### config.mk
export PLATFORM = sky130hd
export DESIGN_NAME = ram_xfer_ctrl
export DESIGN_NICKNAME = d
export VERILOG_FILES = /design/src/rtl/ram_xfer_pkg.sv /design/src/rtl/ram_walk_cnt.sv /design/src/rtl/ram_xfer_ctrl.sv
export SDC_FILE = /design/constraint.sdc
export NUM_CORES = 1
export LEC_CHECK = 0
export BUFFER_PORTS_ARGS = -buffer_cell sky130_fd_sc_hd__buf_2
export CAP_MARGIN = 20
export CORE_AREA = 2 2 58 44
export DETAILED_ROUTE_END_ITERATION = 12
export DIE_AREA = 0 0 60 46
export PLACE_DENSITY = 0.77
export SLEW_MARGIN = 20
export SYNTH_ARGS = -nofsm -noshare
export SYNTH_HDL_FRONTEND = slang
export SYNTH_SLANG_ARGS = --single-unit
### constraint.sdc
create_clock -name clk -period 1.2 [get_ports clk]
set_input_delay 0.12 -clock clk [delete_from_list [all_inputs] [get_ports clk]]
set_output_delay 0.12 -clock clk [all_outputs]
set_load 0.02 [all_outputs]
### src/rtl/ram_xfer_pkg.sv
// Shared types and constants for the dual-RAM transfer controller.
// Op encodings, FSM states and default geometry live here.
package ram_xfer_pkg;

    localparam int ADDR_W_DEF = 4;
    localparam int DATA_W_DEF = 4;
    localparam int LAST_ADDR  = 15;

    localparam logic [1:0] OP_CP01 = 2'b00;
    localparam logic [1:0] OP_CP10 = 2'b01;
    localparam logic [1:0] OP_SWAP = 2'b10;
    localparam logic [1:0] OP_CMP  = 2'b11;

    typedef enum logic [2:0] {
        IDLE,
        RD,
        WR,
        CHK,
        DONE
    } state_t;

endpackage

### src/rtl/ram_walk_cnt.sv
// Walk address counter: load-zero, increment, at-last flag.
// Holds at LAST_ADDR so it never wraps inside an operation.
module ram_walk_cnt
    import ram_xfer_pkg::*;
#(
    parameter int ADDR_W = ADDR_W_DEF
) (
    input  logic              clk,
    input  logic              resetn,
    input  logic              load_zero,
    input  logic              inc,
    output logic [ADDR_W-1:0] addr,
    output logic              at_last
);

    localparam logic [ADDR_W-1:0] LAST = ADDR_W'(LAST_ADDR);

    assign at_last = (addr == LAST);

    // Walk address register; increment is suppressed at the last address
    always_ff @(posedge clk) begin
        if (!resetn) begin
            addr <= '0;
        end else if (load_zero) begin
            addr <= '0;
        end else if (inc && !at_last) begin
            addr <= addr + ADDR_W'(1);
        end
    end

endmodule

### src/rtl/ram_xfer_ctrl.sv
// Copy / swap / compare controller for two registered-read RAMs.
// Compare op is built only when RAM_XFER_COMPARE_EN is defined.
module ram_xfer_ctrl
    import ram_xfer_pkg::*;
#(
    parameter int ADDR_W = ADDR_W_DEF,
    parameter int DATA_W = DATA_W_DEF
) (
    input  logic              clk,
    input  logic              resetn,
    input  logic              start,
    input  logic [1:0]        op,
    input  logic [ADDR_W-1:0] host_addr,
    input  logic [DATA_W-1:0] host_data,
    input  logic              host_we,
    input  logic              host_sel,
    output logic [ADDR_W-1:0] ram0_addr,
    output logic              ram0_mwr,
    output logic [DATA_W-1:0] ram0_mdi,
    input  logic [DATA_W-1:0] ram0_mdo,
    output logic [ADDR_W-1:0] ram1_addr,
    output logic              ram1_mwr,
    output logic [DATA_W-1:0] ram1_mdi,
    input  logic [DATA_W-1:0] ram1_mdo,
    output logic              busy,
    output logic              done,
    output logic              mismatch,
    output logic [ADDR_W-1:0] mismatch_addr
);

`ifdef RAM_XFER_COMPARE_EN
    localparam bit CMP_EN = 1'b1;
`else
    localparam bit CMP_EN = 1'b0;
`endif

    state_t            state;
    logic [1:0]        op_q;
    logic [ADDR_W-1:0] walk;
    logic              walk_last;
    logic              walk_load;
    logic              walk_inc;
    logic              wr0;
    logic              wr1;

    assign walk_load = (state == IDLE) && start;
    assign walk_inc  = (state == WR) || (state == CHK);

    ram_walk_cnt #(
        .ADDR_W (ADDR_W)
    ) u_walk (
        .clk       (clk),
        .resetn    (resetn),
        .load_zero (walk_load),
        .inc       (walk_inc),
        .addr      (walk),
        .at_last   (walk_last)
    );

    // Main FSM with registered busy/done and op latched at start
    always_ff @(posedge clk) begin
        if (!resetn) begin
            state <= IDLE;
            op_q  <= OP_CP01;
            busy  <= 1'b0;
            done  <= 1'b0;
        end else begin
            unique case (state)
                IDLE: begin
                    done <= 1'b0;
                    if (start) begin
                        op_q <= op;
                        if (!CMP_EN && op == OP_CMP) begin
                            state <= DONE;
                            done  <= 1'b1;
                        end else begin
                            state <= RD;
                            busy  <= 1'b1;
                        end
                    end
                end
                RD: begin
                    if (CMP_EN && op_q == OP_CMP) begin
                        state <= CHK;
                    end else begin
                        state <= WR;
                    end
                end
`ifdef RAM_XFER_COMPARE_EN
                WR, CHK: begin
`else
                WR: begin
`endif
                    if (walk_last) begin
                        state <= DONE;
                        busy  <= 1'b0;
                        done  <= 1'b1;
                    end else begin
                        state <= RD;
                    end
                end
                DONE: begin
                    state <= IDLE;
                    done  <= 1'b0;
                end
                default: begin
                    state <= IDLE;
                    busy  <= 1'b0;
                    done  <= 1'b0;
                end
            endcase
        end
    end

`ifdef RAM_XFER_COMPARE_EN
    // Sticky first-failure capture during the compare walk
    always_ff @(posedge clk) begin
        if (!resetn) begin
            mismatch      <= 1'b0;
            mismatch_addr <= '0;
        end else if (state == IDLE && start) begin
            mismatch      <= 1'b0;
            mismatch_addr <= '0;
        end else if (state == CHK && !mismatch
                     && ram0_mdo != ram1_mdo) begin
            mismatch      <= 1'b1;
            mismatch_addr <= walk;
        end
    end
`else
    assign mismatch      = 1'b0;
    assign mismatch_addr = '0;
`endif

    // RAM port steering: host pass-through in IDLE, walk otherwise
    always_comb begin
        ram0_addr = walk;
        ram1_addr = walk;
        ram0_mdi  = ram1_mdo;
        ram1_mdi  = ram0_mdo;
        wr0       = 1'b0;
        wr1       = 1'b0;
        if (state == IDLE) begin
            ram0_addr = host_addr;
            ram1_addr = host_addr;
            ram0_mdi  = host_data;
            ram1_mdi  = host_data;
            wr0       = host_we & ~host_sel;
            wr1       = host_we & host_sel;
        end else if (state == WR) begin
            unique case (1'b1)
                (op_q == OP_CP01): wr1 = 1'b1;
                (op_q == OP_CP10): wr0 = 1'b1;
                (op_q == OP_SWAP): begin
                    wr0 = 1'b1;
                    wr1 = 1'b1;
                end
                default: begin
                    wr0 = 1'b0;
                    wr1 = 1'b0;
                end
            endcase
        end
        ram0_mwr = wr0 & resetn;
        ram1_mwr = wr1 & resetn;
    end

endmodule

Yosys cells after proc, flatten, opt, wreduce, memory -nomap -nowiden
Cells that the tools add are included.
{"block": "word_totals", "mem_count": 0, "romBits": 0, "latchBits": 0, "ff_bits": 11, "mem_bits_rw": 0, "wordCells": 59, "input_bits": 23}
{"block": "op_classes", "n_bitwise": 8, "multipliers": 0, "add_sub_neg": 1, "eq_ne": 11, "mux": 21, "n_div": 0, "n_reduce_logical": 13, "shifts": 0, "order_cmp": 0}
{"op": "1-bit 2-to-1 mux", "n": 12}
{"op": "4-bit 2-to-1 mux", "n": 3}
{"op": "3-bit 2-to-1 mux", "n": 3}
{"op": "3-bit one-hot mux with 3 select lines", "n": 1}
{"op": "2-bit OR reduction", "n": 4}
{"op": "3-bit by 2-bit equality test with 1-bit output (second input constant)", "n": 2}
{"op": "1-bit one-hot mux with 3 select lines", "n": 2}
{"op": "4-bit by 1-bit adder with 4-bit output (second input constant)", "n": 1}
{"op": "1-bit AND", "n": 4}
{"op": "2-bit equality test (second input constant)", "n": 2}
{"op": "4-bit equality test (second input constant)", "n": 1}
{"op": "2-bit != test (second input constant)", "n": 2}
{"op": "1-bit NOT", "n": 4}
{"op": "2-bit AND reduction", "n": 2}
{"op": "4-bit AND reduction", "n": 1}
{"op": "3-bit by 1-bit equality test with 1-bit output (second input constant)", "n": 1}
{"op": "3-bit equality test (second input constant)", "n": 1}
{"op": "3-bit zero test", "n": 1}
{"op": "2-bit by 1-bit equality test with 1-bit output (second input constant)", "n": 1}
{"op": "1-bit logical AND", "n": 2}
{"op": "2-bit zero test", "n": 1}
{"op": "2-bit by 1-bit != test with 1-bit output (second input constant)", "n": 1}
{"op": "1-bit zero test", "n": 1}
{"op": "1-bit logical OR", "n": 1}

Logic depth before layout (Yosys ltp)
Gate-level depths: netlist (run 1).
{"block": "logic_depth", "ltp_word": 6, "depth_mapped": 6}

Cells and area by module
From an unflattened synthesis (run 1), not the netlist that was laid out.
{"block": "unflattened", "hier_cells": 113, "area_unflattened_um2": 795.8}
{"mod": "ram_xfer_ctrl", "instances": 1, "cells_per_inst": 91, "seq_area_each_um2": 140.1, "area_each_um2": 598.1}
{"mod": "ram_walk_cnt", "instances": 1, "cells_per_inst": 22, "seq_area_each_um2": 80.1, "area_each_um2": 197.7}

Worst setup path after synthesis (run 1)
OpenSTA, ideal clock, no wires.
{"block": "synth_timing", "path_kind": "flip-flop to output port", "startpoint": "reg state[0]", "endpoint": "out ram1_addr[0]", "t_required_ps": 1080, "stages_incl_launch_ff": 7, "arrival_ps": 1414, "path_slack_ps": -334, "path_cell_list": "dfxtp_1 -> buf_2 -> or3_1 -> buf_2 -> nand2_1 -> nand2_1 -> buf_4"}
{"block": "synth_via", "elab_chain_cells": 2}
{"item": "start, declared", "line": "ram_xfer_ctrl.sv:37", "rtl": "state_t state;"}
{"item": "start signal, assigned", "line": "ram_xfer_ctrl.sv:63", "rtl": "state <= IDLE;"}
{"item": "start signal, assigned", "line": "ram_xfer_ctrl.sv:74", "rtl": "state <= DONE;"}
{"item": "start signal, assigned", "line": "ram_xfer_ctrl.sv:77", "rtl": "state <= RD;"}
{"item": "3-bit zero test", "line": "ram_xfer_ctrl.sv:143", "rtl": "if (state == IDLE) begin"}
{"item": "4-bit 2-to-1 mux"}
{"item": "end, declared", "line": "ram_xfer_ctrl.sv:21", "rtl": "output logic [ADDR_W-1:0] ram1_addr,"}
No other way between the ends.

Worst setup path after layout (run 1)
{"block": "layout_timing", "startpoint": "reg state[2]", "endpoint": "out ram1_mdi[2]"}
{"block": "layout_via", "elab_chain_cells": 2}
{"item": "3-bit zero test", "line": "ram_xfer_ctrl.sv:143"}
{"item": "4-bit 2-to-1 mux", "line": "ram_xfer_ctrl.sv:143"}
{"item": "end, declared", "line": "ram_xfer_ctrl.sv:23", "rtl": "output logic [DATA_W-1:0] ram1_mdi,"}
No other way between the ends.

==> results of run 1 <==
[routing by layer]
metal / wire length [um] / vias to the layer above / GRT usage / share of wire
li1: - / 492 / - / -
met1: 1290 / 523 / 0.272 / 0.39
met2: 1590 / 65 / 0.380 / 0.48
met3: 221 / 26 / 0.0653 / 0.067
met4: 215 / 0 / 0.204 / 0.065
met5: 0 / - / 0 / 0
[sequential cells by signal, indices dropped and copies added (netlist names)]
name / count
u_walk.addr: 4
state: 3
op_q: 2
busy: 1
done: 1
[placed cells by master (no fill, tap or decap), types with 4 or more instances in the layout]
| cell | netlist | layout |
|---|---|---|
| conb_1 | 1 | 5 |
| nand2_2 | 0 | 19 |
| buf_2 | 3 | 24 |
| dfxtp_1 | 11 | 4 |
| a21oi_2 | 0 | 5 |
| nand2_1 | 37 | 10 |
| nand2_4 | 0 | 8 |
| buf_6 | 0 | 19 |
| dfxtp_4 | 0 | 4 |
| nor2_2 | 0 | 4 |
| buf_4 | 9 | 19 |
[cell type report]
cell class	count	area share
clock buffers	4	0.0173
inverters	3	0.00740
multi-input cells	91	0.477
flip-flops and latches	11	0.157
well taps	34	0.0280
repair buffers	62	0.313
[worst max-delay path, stage by stage, from the launching register on]
cell	delay [ns]
dfxtp_4	0.37
or3_4	0.49
nand2_2	0.11
nand2_2	0.05
buf_6	0.12
[metrics by stage]
stage          instances  setup TNS, ns  hold slack [ns]  area [um^2]
5_1_grt              205          -7.03            0.161         1520
2_1_floorplan        118         -0.628            0.274          928
3_5_place_dp         196         -0.758            0.428         1190
6_report             205          -6.04            0.137         1520
4_1_cts              204          -5.04            0.126         1460
3_3_place_gp         196         -0.384            0.404         1190
[worst max-delay path by stage]
stage                           from            to  slack [ns]  cells after the start
6_report       state[2]$_SDFFE_PN0P_   ram1_mdi[2]       -0.35                      4
5_1_grt        state[2]$_SDFFE_PN0P_   ram0_mdi[2]       -0.38                      6
4_1_cts        state[2]$_SDFFE_PN0P_  ram1_addr[0]       -0.31                      4
3_5_place_dp   state[0]$_SDFFE_PN0P_  ram0_addr[3]       -0.06                      4
3_3_place_gp   state[0]$_SDFFE_PN0P_  ram1_addr[3]       -0.03                      4
2_1_floorplan  state[0]$_SDFFE_PN0P_  ram1_addr[3]       -0.13                      5
[logic make-up after synthesis]
| group | Yosys count | synth area share |
|---|---|---|
| AO/OA/AOI/OAI | 17 | 0.134 |
| XOR/XNOR | 1 | 0.0110 |
| adder cells (fa/ha/maj) | 3 | 0.0473 |
| buffers and inverters | 17 | 0.128 |
| flip-flops | 11 | 0.278 |
| multiplexers | 2 | 0.0252 |
| other | 1 | 0.00473 |
| AND/OR/NAND/NOR | 62 | 0.372 |
[what timing repair did]
| item | 4_1_cts | 5_1_grt |
|---|---|---|
| cloned | 1 | 0 |
| hold buffers | 0 | 0 |
| hold endpoints to repair | 0 | 0 |
| pin swaps | 14 | 9 |
| setup buffers | 3 | 1 |
| gates resized for setup | 70 | 14 |
| endpoints found under the setup margin | 19 | 28 |
[power by group]
group	internal, mW	total, mW	switching (mW)	leakage (nW)
registers	0.381	0.408	0.0263	0.0939
logic	0.367	0.793	0.425	0.604
clock network	0.129	0.272	0.142	0.0150
total	0.878	1.47	0.594	0.713
==> results.cfg, run 1 <==
[status]
status = finished with violations
violations = setup timing

[timing]
fin_skew_ns = 0.00535
report.final.slew_viol_count = 0
max_freq_mhz = 644
layout_min_cycle_time_ns = 1.55
fin_ws_ns = -0.352
hold_viol = 0
finalSetupViolCount = 27
rsz0062_at_grt = true
fin_crit_sh = 1.29

[worst_setup_path]
worstPathArrival_ns = 1.43
required_ns = 1.08
reg2regPathDepth = 5
reg2reg_from = state[0]$_SDFFE_PN0P_
cp-end-kind = output pin
regToRegEndpoint = op_q[1]$_SDFFE_PN0P_
critical_path_class = flip-flop to output pin
critPathMaxFanout = 6
start_kind = flip-flop
reg2reg_slack_ns = -0.08

[detailed_routing]
vias = 1106
firstDrtPassIters = 4
drcViolationCount = 0
viasPerCell = 5.40
postRouteAntennaNets = 0
drt_wl_total_um = 3320
drt_iter0_drc = 25
routedWlPerCell_um = 16.2

[placed_design]
port-buffer-count = 42
dp_hpwl_um = 1790
gp_congestion = 0.825
place_ws_ns = -0.0575

[die]
fp.coreArea_um2 = 2270
placementRows = 15
start_util = 0.349
die_w_um = 60
pin_count = 48
die_area_um2 = 2760
die-height_um = 46

[yosys]
yosysUniqueCellTypes = 29
yosys_most_used_dff = dfxtp_1
ys_seq_elements = 11
post-synth-top-count-cell = nand2_1
async_flop_share = 0
syn-cell-area_um2 = 793
yosys_warnings = 0
synth_area_leaders = dfxtp_1 (28%), nand2_1 (18%), buf_4 (8.5%), a21oi_1 (5.0%), ha_1 (4.7%)
synthCells = 114
yosys-top-cells-count = nand2_1 (37), dfxtp_1 (11), buf_4 (9), a21oi_1 (8), nor2_1 (5)
synth.largest_area_cell = dfxtp_1
ys_seq_area_frac = 0.278
avgSynthCellArea_um2 = 6.96
yosys.area.top_type_share = 0.278
synth-edff-count = 0

[clock_tree]
path_clk_slew_ns = 0.08
cts_tree = yes
worst_skew_pair.late_latency_ns = 0.28
cts_root_buffer = clkbuf_4
cts_buffer_depth = 2
cts_buffers = 3
clock_sinks = 11
h-tree-depth = 1

[cells_and_area]
multi_input_area_um2 = 726
antennaDiodeCount = 0
fin_util = 0.670
drive_gt1_frac = 0.737
area_growth_pct = 91.8
area.sequential_um2 = 239
fillers = 156
final_net_count = 198

[global_routing]
grt.overflow.total = 0
grt_pass1_vias = 1016
grt_pass1_wl_um = 4670
antenna_found_initial = 0
track_usage = 0.241
grt_max_degree = 11

[pwr]
p_leak_nw = 0.713
power.density_nw_per_um2 = 967
design_power_total_mw = 1.47
peakVddDrop_mv = 0.593

[worst_hold_path]
hold_path_depth = 3
hold_class = primary input to flip-flop
min_to = op_q[0]$_SDFFE_PN0P_
hp-start = op[0]

[flow_run]
cap_violations = 0
Note: power is estimated with default switching activity, not from simulation.
==> inputs of run 2 (changes only) <==
Settings changed: CORE_AREA 2 2 58 44 to 2 2 49 51, DIE_AREA 0 0 60 46 to 0 0 51 53, SKIP_CTS_REPAIR_TIMING set to 1.
==> run 2 against run 1 <==
Net effect: the flow still finishes with violations (setup timing); global-route usage down 7.8 points; routed wire length down 30%; first-iteration DRC count down 48%; clock-buffer cell count unchanged; register-to-register slack better by 0.04 ns; via count down 13%; critical endpoint is now ram0_addr[2].
==> results.cfg, run 2 (synthesis results as in run 1) <==
[cells_and_area]
drive_gt1_frac = 0.632
largest_reg_flops = 4
fillers = 186
multi_input_area_um2 = 651
final_net_count = 190
final_common_cell = buf_2
fin_util = 0.624
antennaDiodeCount = 0
layout_common_cells = buf_2 (26), buf_4 (17), nand2_2 (16)
regMostFlops = u_walk.addr
area_growth_pct = 69.1
reg_top3 = u_walk.addr: 4 flops, state: 3 flops, op_q: 2 flops
area.sequential_um2 = 236

[detailed_routing]
drt_iter0_drc = 13
postRouteAntennaNets = 0
routedWlPerCell_um = 12.2
drt_wl_total_um = 2330
viasPerCell = 5.03
firstDrtPassIters = 4
drcViolationCount = 0
vias = 960

[timing]
holdWs_ns = 0.156
fin_crit_sh = 1.24
fin_tns_setup_ns = -4.93
fin_skew_ns = 0.00482
finalSetupViolCount = 21
rsz0062_at_grt = true
max_freq_mhz = 669
hold_viol = 0
layout_min_cycle_time_ns = 1.49
fin_ws_ns = -0.294
report.final.slew_viol_count = 0

[clock_tree]
h-tree-depth = 1
cts_root_buffer = clkbuf_4
cts_buffer_depth = 2
cts_tree = yes
worst_skew_pair.late_latency_ns = 0.26
clock_sinks = 11
path_clk_slew_ns = 0.07
cts_buffers = 3

[die]
die_w_um = 51
die-height_um = 53
die_area_um2 = 2700
fp.coreArea_um2 = 2150
start_util = 0.369
placementRows = 17
pin_count = 48

[global_routing]
track_usage = 0.163
grt_pass1_vias = 816
grt.overflow.total = 0
grt_pass1_wl_um = 3370
grt_max_degree = 13
antenna_found_initial = 0

[pwr]
power.density_nw_per_um2 = 972
combPwrFrac = 0.502
seq_power_share = 0.310
p_sw_frac = 0.379
clockPowerShare = 0.188
p_switching_mw = 0.495
peakVddDrop_mv = 0.782
p_int_mw = 0.810
p_leak_nw = 0.640

[status]
violations = setup timing
status = finished with violations

[worst_hold_path]
hold_class = primary input to flip-flop

[flow_run]
cap_violations = 0

[placed_design]
gp_congestion = 0.817
dp_hpwl_um = 1680
place_ws_ns = -0.0949
port-buffer-count = 42

[worst_setup_path]
start_kind = flip-flop
critical_path_class = flip-flop to output pin
critPathMaxFanout = 6
required_ns = 1.08
cp-end-kind = output pin
worstPathArrival_ns = 1.37
## run 2: changes by cell type in the layout (fill, tap and decap cells not counted), moves of 2 or more
cell	previous run	this run
buf_6	19	11
nand2_1	10	15
a21oi_1	3	6
a21oi_2	5	2
nand2_2	19	16
nor2_1	0	3
nor2_2	4	1
buf_2	24	26
buf_4	19	17
nand2_4	8	6
## run 2: layer usage
metal  GRT usage  share of wire
met4      0.0541         0.0052
met2       0.323           0.53
met3      0.0424          0.077
met5           0              0
met1       0.164           0.38
## run 2: metrics by stage
step | instance area, um^2 | cells | total power, mW
5_1_grt | 1340 | 191 | 1.39
4_1_cts | 1170 | 190 | 1.18
2_1_floorplan | 928 | 118 | 0.807
3_3_place_gp | 1150 | 186 | 0.917
6_report | 1340 | 191 | 1.30
3_5_place_dp | 1150 | 186 | 0.931
## run 2: final timing paths
path | end | cells past startpoint | from | slack (ns)
max | ram0_addr[2] | 4 | state[2]$_SDFFE_PN0P_ | -0.29
min | busy$_SDFFE_PN0P_ | 3 | start | 0.16
max reg2reg | u_walk.addr[0]$_SDFFE_PP0P_ | 4 | state[2]$_SDFFE_PN0P_ | -0.04
min reg2reg | busy$_SDFFE_PN0P_ | 2 | busy$_SDFFE_PN0P_ | 0.48
## run 2: final cells by class
| cell class | instances | area share |
|---|---|---|
| Clock buffer | 4 | 0.0196 |
| Inverter | 3 | 0.00840 |
| Multi-Input combinational cell | 91 | 0.485 |
| Sequential cell | 11 | 0.176 |
| Tap cell | 28 | 0.0261 |
| Timing Repair Buffer | 54 | 0.285 |
## run 2: power groups by stage
stage / logic, mW / registers, mW / clock network [mW]
final: 0.655 / 0.404 / 0.246
after global placement: 0.510 / 0.407 / 0
after detailed placement: 0.523 / 0.408 / 0
after CTS: 0.524 / 0.400 / 0.255
after global routing: 0.706 / 0.407 / 0.277
after floorplan: 0.397 / 0.410 / 0
## run 2: worst max-delay path, cell delays in order (launching register included)
cell	delay [ns]
dfxtp_4	0.37
or3_4	0.47
nand2_4	0.09
nand2_4	0.05
buf_6	0.12
